--- src/rtl/muldiv_unit.sv ---
// Iterative 32-cycle multiply/divide unit with architectural HI/LO registers.
// Multiply is shift-add on operand magnitudes; divide is restoring shift-subtract.
module muldiv_unit #(
    parameter int WIDTH = 32
) (
    input  logic             clk,
    input  logic             reset,
    input  logic             start,
    input  logic [2:0]       op,
    input  logic [WIDTH-1:0] a,
    input  logic [WIDTH-1:0] b,
    input  logic             flush,
    output logic             busy,
    output logic             done,
    output logic [WIDTH-1:0] hi,
    output logic [WIDTH-1:0] lo
);

    localparam int CW = $clog2(WIDTH);
    localparam logic [2:0] OP_MTHI = 3'b100;
    localparam logic [2:0] OP_MTLO = 3'b101;

    typedef enum logic {IDLE, RUN} state_t;

    state_t state, state_next;

    logic [WIDTH-1:0]   operand, acc, mq, a_orig;
    logic [WIDTH-1:0]   a_mag, b_mag, step_acc, step_mq, res_hi, res_lo;
    logic [WIDTH:0]     sum, shifted;
    logic [WIDTH+1:0]   diff;
    logic [2*WIDTH-1:0] prod_fix;
    logic [CW-1:0]      count;
    logic               is_div, neg_q, neg_r, div_zero;
    logic               signed_op, a_neg, b_neg;
    logic               idle_req, issue_md, issue_mthi, issue_mtlo;

    // flush in IDLE discards any simultaneous request, including MTHI/MTLO
    assign idle_req   = (state == IDLE) && start && !flush;
    assign issue_md   = idle_req && !op[2];
    assign issue_mthi = idle_req && (op == OP_MTHI);
    assign issue_mtlo = idle_req && (op == OP_MTLO);

    assign signed_op = !op[0];
    assign a_neg     = signed_op && a[WIDTH-1];
    assign b_neg     = signed_op && b[WIDTH-1];
    assign a_mag     = a_neg ? -a : a;
    assign b_mag     = b_neg ? -b : b;

    always_ff @(posedge clk) begin
        if (reset) begin
            state <= IDLE;
        end else begin
            state <= state_next;
        end
    end

    always_comb begin
        state_next = state;
        unique case (state)
            IDLE: if (issue_md) state_next = RUN;
            RUN:  if (flush || count == '0) state_next = IDLE;
        endcase
    end

    always_comb begin
        busy = (state == RUN);
    end

    always_comb begin
        sum      = '0;
        shifted  = '0;
        diff     = '0;
        step_acc = acc;
        step_mq  = mq;
        if (is_div) begin
            // partial remainder stays below the divisor, so a non-negative diff fits in WIDTH bits
            shifted = {acc, mq[WIDTH-1]};
            diff    = {1'b0, shifted} - {2'b00, operand};
            if (diff[WIDTH+1:WIDTH] == 2'b00) begin
                step_acc = diff[WIDTH-1:0];
                step_mq  = {mq[WIDTH-2:0], 1'b1};
            end else begin
                step_acc = shifted[WIDTH-1:0];
                step_mq  = {mq[WIDTH-2:0], 1'b0};
            end
        end else begin
            sum      = {1'b0, acc} + {1'b0, operand & {WIDTH{mq[0]}}};
            step_acc = sum[WIDTH:1];
            step_mq  = {sum[0], mq[WIDTH-1:1]};
        end
    end

    always_comb begin
        prod_fix = neg_q ? -{step_acc, step_mq} : {step_acc, step_mq};
        res_hi   = prod_fix[2*WIDTH-1:WIDTH];
        res_lo   = prod_fix[WIDTH-1:0];
        if (is_div) begin
            res_lo = neg_q ? -step_mq : step_mq;
            res_hi = neg_r ? -step_acc : step_acc;
            if (div_zero) begin
                res_lo = '1;
                res_hi = a_orig;
            end
        end
    end

    always_ff @(posedge clk) begin
        if (reset) begin
            hi       <= '0;
            lo       <= '0;
            done     <= 1'b0;
            acc      <= '0;
            mq       <= '0;
            operand  <= '0;
            a_orig   <= '0;
            count    <= '0;
            is_div   <= 1'b0;
            neg_q    <= 1'b0;
            neg_r    <= 1'b0;
            div_zero <= 1'b0;
        end else begin
            done <= 1'b0;
            if (issue_md) begin
                acc      <= '0;
                mq       <= a_mag;
                operand  <= b_mag;
                a_orig   <= a;
                count    <= CW'(WIDTH - 1);
                is_div   <= op[1];
                neg_q    <= a_neg ^ b_neg;
                neg_r    <= a_neg;
                div_zero <= op[1] && (b == '0);
            end else if (state == RUN && !flush) begin
                acc   <= step_acc;
                mq    <= step_mq;
                count <= count - CW'(1);
                if (count == '0) begin
                    hi   <= res_hi;
                    lo   <= res_lo;
                    done <= 1'b1;
                end
            end
            if (issue_mthi) hi <= a;
            if (issue_mtlo) lo <= a;
        end
    end

endmodule
--- config.mk ---
export PLATFORM = sky130hd
export DESIGN_NAME = muldiv_unit
export DESIGN_NICKNAME = d
export VERILOG_FILES = /design/src/rtl/muldiv_unit.sv
export SDC_FILE = /design/constraint.sdc
export NUM_CORES = 1
export LEC_CHECK = 0
export BUFFER_PORTS_ARGS = -buffer_cell sky130_fd_sc_hd__buf_2
export CORE_ASPECT_RATIO = 1.25
export CORE_MARGIN = 2
export CORE_UTILIZATION = 45
export CTS_CLUSTER_SIZE = 12
export DETAILED_ROUTE_END_ITERATION = 10
export SYNTH_ARGS = -nofsm -noshare
export SYNTH_HDL_FRONTEND = slang
export SYNTH_SLANG_ARGS = --single-unit
export TNS_END_PERCENT = 5
--- constraint.sdc ---
create_clock -name clk -period 8.1 [get_ports clk]
set_input_delay 0.81 -clock clk [delete_from_list [all_inputs] [get_ports clk]]
set_output_delay 0.81 -clock clk [all_outputs]
set_load 0.1 [all_outputs]
==> impl_metrics.csv, run 1 <==
group,metric,value,unit
floorplanning,ios,137,
global_routing,grt_pass1_vias,18100,
worst_setup_path,arrival,6990,ps
clocking,post-cts-setup-buffers,0,
clocking,cts_buffer_depth,3,
power,power_density,160,nW/um2
clocking,clk_latency,560,ps
place,port_buffers,136,
synthesis,seq_area_frac_synth,23.7,%
finish,fin_area,19000,um2
synthesis,yosys_warnings,0,
drt,via_per_inst,6.43,
synthesis,synth-async-reset-ratio,0,%
drt,first_pass_iters,5,
floorplanning,floorplan.initialDensity,45.3,%
run_status,status,"complete, no violations",
finish,fillers,3861,
sta,fin_crit_sh,80.4,%
sta,fin_tns_setup,0,ps
clocking,cts_root_buffer,"clkbuf_16",
finish,nNetsFinal,2580,
power,peakVddDrop,0.157,mV
sta,rsz0062_at_grt,"no",
clocking,ctsHoldBuffers,0,
synthesis,synth_edf_count,0,
worst_setup_path,critical_path_required,8570,ps
clocking,post_cts_resized,0,
sta,worstMarginPinSlew,1170,ps
drt,avgRoutedWirePerCell,24.3,um
synthesis,synth_area,17200,um2
worst_setup_path,cp-end-kind,"flip-flop",
sta,maxSlewViolCount,0,
worst_setup_path,crit_top_cell,"o211ai_1",
worst_setup_path,critical_path.top_delay_family,"compound AO/OA/AOI/OAI gates",
floorplanning,die_h,222,um
sta,max_freq,154,MHz
sta,setup_slack,1590,ps
min_path,min_path_type,"reg2reg",
synthesis,syn_area_per_cell,7.11,um2
finish,drive_above_1_share,11.4,%
sta,relSlewSlack,21.2,%
worst_setup_path,cp-startpoint,"mq[0]",
sta,hold_violations,0,
finish,area_growth,10.5,%
sta,setup_violations,0,
global_routing,gr-total-overflow,0,
sta,finalClockSkew,13.3,ps
drt,detail-route-antenna-nets,0,
place,gp_congestion,0.969,
drt,wl,71800,um
synthesis,synthCells,2414,
place,post_dp_cell_area,18100,um2
place,hpwl,53100,um
worst_setup_path,cp_max_fo,31,
run,maxCapViolCount,0,
global_routing,grt_max_degree,129,
worst_setup_path,crit_buf_inv,1,
worst_setup_path,cpPeakStageDelay,1060,ps
worst_setup_path,critical_path_class,"reg2reg",
drt,drt_iter0_drc,1633,
power,power.total,3.03,mW
floorplanning,die-area,39700,um2
global_routing,groute.usage.overall,35.6,%
clocking,h-tree-depth,1,
clocking,clkTransAtPathRegs,60,ps
global_routing,antenna_found_initial,0,
synthesis,synth-main-ff-cell,"dfxtp_1",
worst_setup_path,cp-start-kind,"flip-flop",
floorplanning,core_area,37900,um2
finish,diodes,0,
synthesis,synth_cell_types,93,
drt,vias,19000,
clocking,cts_num_sinks,203,
floorplanning,rows,80,
worst_setup_path,slowest_stage,"a2111oi_1",
worst_setup_path,r2r-start,"mq[0]",
clocking,cts_tree,"yes",
floorplanning,die_w,179,um
clocking,cts-buffers-inserted,26,
synthesis,ys_seq_elements,203,
place,pre_cts_ws,1740,ps
worst_setup_path,path_cells,"buf_4 -> nand2_1 -> fa_1 -> nand2b_1 -> a21oi_1 -> o211ai_1 -> a2111oi_1 -> o211ai_1 -> and2_1 -> o21ai_0 -> o32ai_1 -> or4_1 -> nor4_1 -> a21o_1 -> nand4_1 -> o211ai_1",
sta,fin_crit,6510,ps
global_routing,grt_pass1_wl,109000,um
drt,drc,0,
min_path,hold_start,"a_orig[10]",
synthesis,syn_nets,2557,
power,leakage,7.23,nW
stage by stage:
stage               std cells  utilization, %  hold slack, ps
finish                   2949            50.0             454
global route             2949            50.0             467
CTS                      2949            50.0             453
detailed placement       2901            47.6             445
global placement         2901            47.6             441
floorplan                2414               -             431
worst paths after layout:
kind / to / slack (ps) / depth (start not counted)
worst min-delay path: a_orig[10] / 450 / 2
worst max-delay path: hi[28] / 1590 / 16
worst min register to register: a_orig[10] / 450 / 2
worst max register to register: hi[28] / 1590 / 16
state kept, by name, summed over array words and instances, names as in the netlist, 5 cells and up:
name / cells
mq: 32
acc: 32
hi: 32
lo: 32
a_orig: 32
operand: 32
count: 5
area by class of cell:
type	count	area (um2)	share of cell area, %
Multi-Input combinational cell	1970	12200	64.3
Tap cell	492	616	3.25
Clock inverter	12	146	0.772
Clock buffer	36	749	3.95
Timing Repair Buffer	167	932	4.91
Sequential cell	203	4070	21.4
Inverter	69	259	1.37
where the power goes:
group	internal, mW	switching [mW]
combinational	0.225	0.501
clock	0.741	0.502
sequential	1.03	0.0325
total	2.00	1.04
metal layers:
metal  share of wire, %  global-route usage, %  vias up  routed length, um
met5                  0                      0        -                  0
met4                8.1                   25.2        0               5840
met1                 39                   43.4     9056              27900
met2                 46                   57.6      845              33200
met3                6.7                   4.28      196               4800
li1                   -                      -     8853                  -
Yosys cell counts (all sizes together) (18+ instances only):
| cell | count | area share (%) |
|---|---|---|
| a21oi | 302 | 8.8 |
| nand2 | 266 | 5.8 |
| nor2 | 262 | 5.7 |
| dfxtp | 203 | 24 |
| clkbuf | 135 | 3.0 |
| o21ai | 129 | 3.8 |
| xnor2 | 91 | 4.6 |
| nor3 | 88 | 2.6 |
| a211oi | 73 | 3.3 |
| ha | 70 | 5.1 |
| inv | 69 | 1.5 |
| xor2 | 52 | 2.7 |
| and2 | 45 | 1.6 |
| mux2i | 42 | 2.4 |
| buf | 37 | 1.0 |
| nand3 | 36 | 1.0 |
| or3 | 36 | 1.3 |
| o31ai | 31 | 1.4 |
| o211ai | 30 | 1.3 |
| a31oi | 29 | 1.1 |
| nor4 | 27 | 1.1 |
| a21o | 23 | 1.0 |
| nand2b | 22 | 0.80 |
| a311oi | 20 | 1.1 |
| o21a | 20 | 0.87 |
| nand4 | 19 | 0.73 |
| a221oi | 18 | 0.92 |
| or2 | 18 | 0.66 |
worst register-to-register path: stages, from the launching register on:
cell       delay, ps
dfxtp_1          480
buf_4            390
nand2_1          160
fa_1             450
nand2b_1         180
a21oi_1          270
o211ai_1         310
a2111oi_1       1060
o211ai_1         290
and2_1           260
o21ai_0          400
o32ai_1          170
or4_1            490
nor4_1           910
a21o_1           370
nand4_1          120
o211ai_1         130
cells by family after synthesis:
group           Yosys count  share of synthesized area, %
simple gates            904                          25.3
compound gates          798                          29.7
buf+inv                 241                          5.50
flops                   203                          23.7
xor+xnor                143                          7.30
fa+ha+maj                72                          5.33
mux                      53                          3.17
layout by cell type, fill, tap and decap left out, types with 12 or more instances in the layout:
| master | netlist | routed |
|---|---|---|
| nor3_1 | 86 | 86 |
| and3_1 | 16 | 16 |
| nand2b_1 | 22 | 20 |
| nand2_1 | 265 | 265 |
| nand4_1 | 18 | 18 |
| ha_1 | 70 | 70 |
| and2_1 | 45 | 45 |
| o31ai_1 | 31 | 31 |
| xnor2_1 | 91 | 91 |
| a21oi_1 | 302 | 302 |
| a21o_1 | 23 | 23 |
| dfxtp_1 | 203 | 201 |
| o21ai_0 | 121 | 121 |
| nor2b_1 | 14 | 12 |
| buf_2 | 18 | 135 |
| mux2i_1 | 42 | 42 |
| o41ai_1 | 15 | 15 |
| a311oi_1 | 19 | 19 |
| nand3_1 | 36 | 36 |
| nor4_1 | 26 | 26 |
| clkbuf_16 | 0 | 27 |
| a221oi_1 | 18 | 18 |
| or2_2 | 17 | 17 |
| a31oi_1 | 29 | 29 |
| inv_1 | 69 | 69 |
| xor2_1 | 52 | 52 |
| or3_1 | 36 | 36 |
| nor2_1 | 261 | 258 |
| buf_4 | 2 | 30 |
| o211ai_1 | 30 | 30 |
| a211oi_1 | 70 | 70 |
| o21a_1 | 20 | 20 |
| or4_1 | 15 | 15 |
No activity file was read; power rests on OpenSTA's default activity.
==> run 2: changes to the inputs <==
Settings changed: PLACE_DENSITY set to 0.65.
Clock period 8.1 ns to 5.5 ns, I/O delays scaled along.
==> run 2 against run 1 <==
Compared with the run above:
- critical path depth is 9 higher
- sequential share of layout area is 0.75 points lower
- worst hold slack worse by 170 ps
- sequential power increased by 47%
- clock-buffer cell count is 3 lower
- global-route usage fell by 1.4 points
- sequential cell count unchanged
- critical endpoint is now hi[2]
- clock skew fell by 4.0 ps
- maximum frequency increased by 24%
- die area is the same
- via count increased by 0.88%
- combinational power rose by 58%
==> impl_metrics.csv, run 2 (synthesized netlist as in run 1, its figures left out) <==
group,metric,value,unit
global_routing,grt_pass1_wl,106000,um
place,port_buffers,136,
clocking,ctsHoldBuffers,0,
sta,relSlewSlack,24.0,%
drt,vias,19100,
finish,final_cells,3040,
floorplanning,ios,137,
sta,fin_crit_sh,95.8,%
min_path,hold_start,"op[1]",
place,gp_congestion,0.981,
finish,diodes,0,
drt,drc,0,
worst_setup_path,critical_path_required,5900,ps
sta,worstMarginPinSlew,1140,ps
global_routing,groute.usage.overall,34.2,%
global_routing,grt_pass1_vias,18200,
power,power.total,4.40,mW
worst_setup_path,timing.rr.end,"hi[2]",
place,place_inst,2994,
power,power_frac_clock,38.3,%
clocking,h-tree-depth,1,
sta,hold_slack,284,ps
finish,final_common_cell,"a21oi_1",
worst_setup_path,cp-end-kind,"flip-flop",
power,leakage,7.66,nW
power,power_density,224,nW/um2
place,hpwl,52300,um
sta,setup_slack,234,ps
floorplanning,die-area,39700,um2
sta,maxSlewViolCount,0,
sta,finalClockSkew,9.28,ps
sta,fin_crit,5270,ps
clocking,cts-buffers-inserted,24,
finish,area_growth,14.5,%
sta,hold_violations,0,
clocking,cts_tree,"yes",
power,peakVddDrop,0.258,mV
power,p_seq_share,35.5,%
worst_setup_path,r2r-start,"mq[31]",
worst_setup_path,ff2ff_setup_slack,230,ps
global_routing,antenna_found_initial,0,
worst_setup_path,cp_max_fo,6,
global_routing,gr-total-overflow,0,
power,power.switching,1.50,mW
finish,nNetsFinal,2673,
power,power_frac_comb,26.2,%
drt,first_pass_iters,5,
sta,max_freq,190,MHz
min_path,min_path_type,"in2reg",
clocking,cts_root_buffer,"clkbuf_16",
power,swShare,34.0,%
floorplanning,core_area,37900,um2
floorplanning,rows,80,
sta,setup_violations,0,
place,pre_cts_ws,53.5,ps
min_path,whs_path_depth,3,
worst_setup_path,critical_path_class,"reg2reg",
finish,final_cell_mix,"a21oi_1 (302), nand2_1 (265), nor2_1 (259)",
worst_setup_path,reg2reg_depth,25,
worst_setup_path,arrival,5670,ps
finish,fillers,3746,
power,p_int,2.90,mW
run,maxCapViolCount,0,
clocking,clk_latency,550,ps
clocking,cts_buffer_depth,3,
drt,drt_iter0_drc,1525,
floorplanning,die_h,222,um
worst_setup_path,cp-start-kind,"flip-flop",
sta,fin_tns_setup,0,ps
drt,detail-route-antenna-nets,0,
finish,drive_above_1_share,15.0,%
floorplanning,die_w,179,um
min_path,hold_end,"is_div",
floorplanning,floorplan.initialDensity,45.3,%
clocking,clkTransAtPathRegs,60,ps
drt,wl,68900,um
clocking,cts_num_sinks,203,
drt,via_per_inst,6.29,
drt,avgRoutedWirePerCell,22.7,um
run_status,status,"complete, no violations",
global_routing,grt_max_degree,91,
## run 2: cell count changes in the layout (fill, tap and decap cells not counted), sizes merged
cell and change:
buf +95, clkbuf -3, clkinvlp -2, clkinv +1
## run 2: cell type report
type | count | area, um2 | share of cell area, %
clock buffers | 33 | 666 | 3.39
clock inverters | 11 | 136 | 0.694
inverters | 69 | 259 | 1.32
multi-input cells | 1970 | 12300 | 62.5
flip-flops and latches | 203 | 4070 | 20.7
well taps | 492 | 616 | 3.13
repair buffers | 262 | 1630 | 8.31
## run 2: how the worst max path moves through the flow
| stage | from | to | slack (ps) |
|---|---|---|---|
| floorplan | is_div | hi[22] | 80 |
| global placement | mq[31] | hi[22] | 110 |
| detailed placement | operand[6] | hi[22] | 50 |
| CTS | mq[31] | hi[22] | 40 |
| global route | mq[31] | hi[24] | -30 |
| finish | mq[31] | hi[2] | 230 |
## run 2: per-stage QoR
step	area, um2	util, %
after floorplan	17200	-
after global placement	18800	49.4
after detailed placement	18800	49.4
after CTS	19600	51.6
after global routing	19700	51.8
final	19700	51.8
## run 2: routing by layer
metal  part of all wire (%)  vias to the layer above  GRT usage, %
met2                     47                      809          56.2
met4                    7.9                        0          23.1
li1                       -                     9020             -
met5                      0                        -             0
met1                     39                     9091          41.6
met3                    6.7                      196          3.66
## run 2: power groups by stage
stage | Combinational (mW) | Clock [mW] | Sequential (mW)
final | 1.15 | 1.68 | 1.56
after global routing | 1.23 | 1.76 | 1.57
after CTS | 1.12 | 1.71 | 1.56
after detailed placement | 1.11 | 0 | 1.59
after global placement | 1.10 | 0 | 1.59
after floorplan | 0.671 | 0 | 1.63
## run 2: worst max-delay path, stage by stage, from the launching register on
cell      delay, ps
dfxtp_1         330
inv_1            90
ha_1            160
inv_1            60
fa_2            380
a211oi_4        330
nor4_4          110
o21a_1          200
o211ai_1        330
a211o_1         320
nor2_2          130
a21o_1          210
inv_1            70
ha_1            170
o2111a_1        250
nand3_1         100
or3_1           400
or2_2           370
buf_4           190
o21ai_0         220
xnor2_1         160
nor2_1           50
a211oi_1        250
nor3_1           80
a21oi_1         130
nor2_1           50
## run 2: timing repair
action,CTS,global route
endpoints found under the setup margin,0,16
hold endpoints to repair,0,0
setup buffers,0,2
resized for setup,0,17
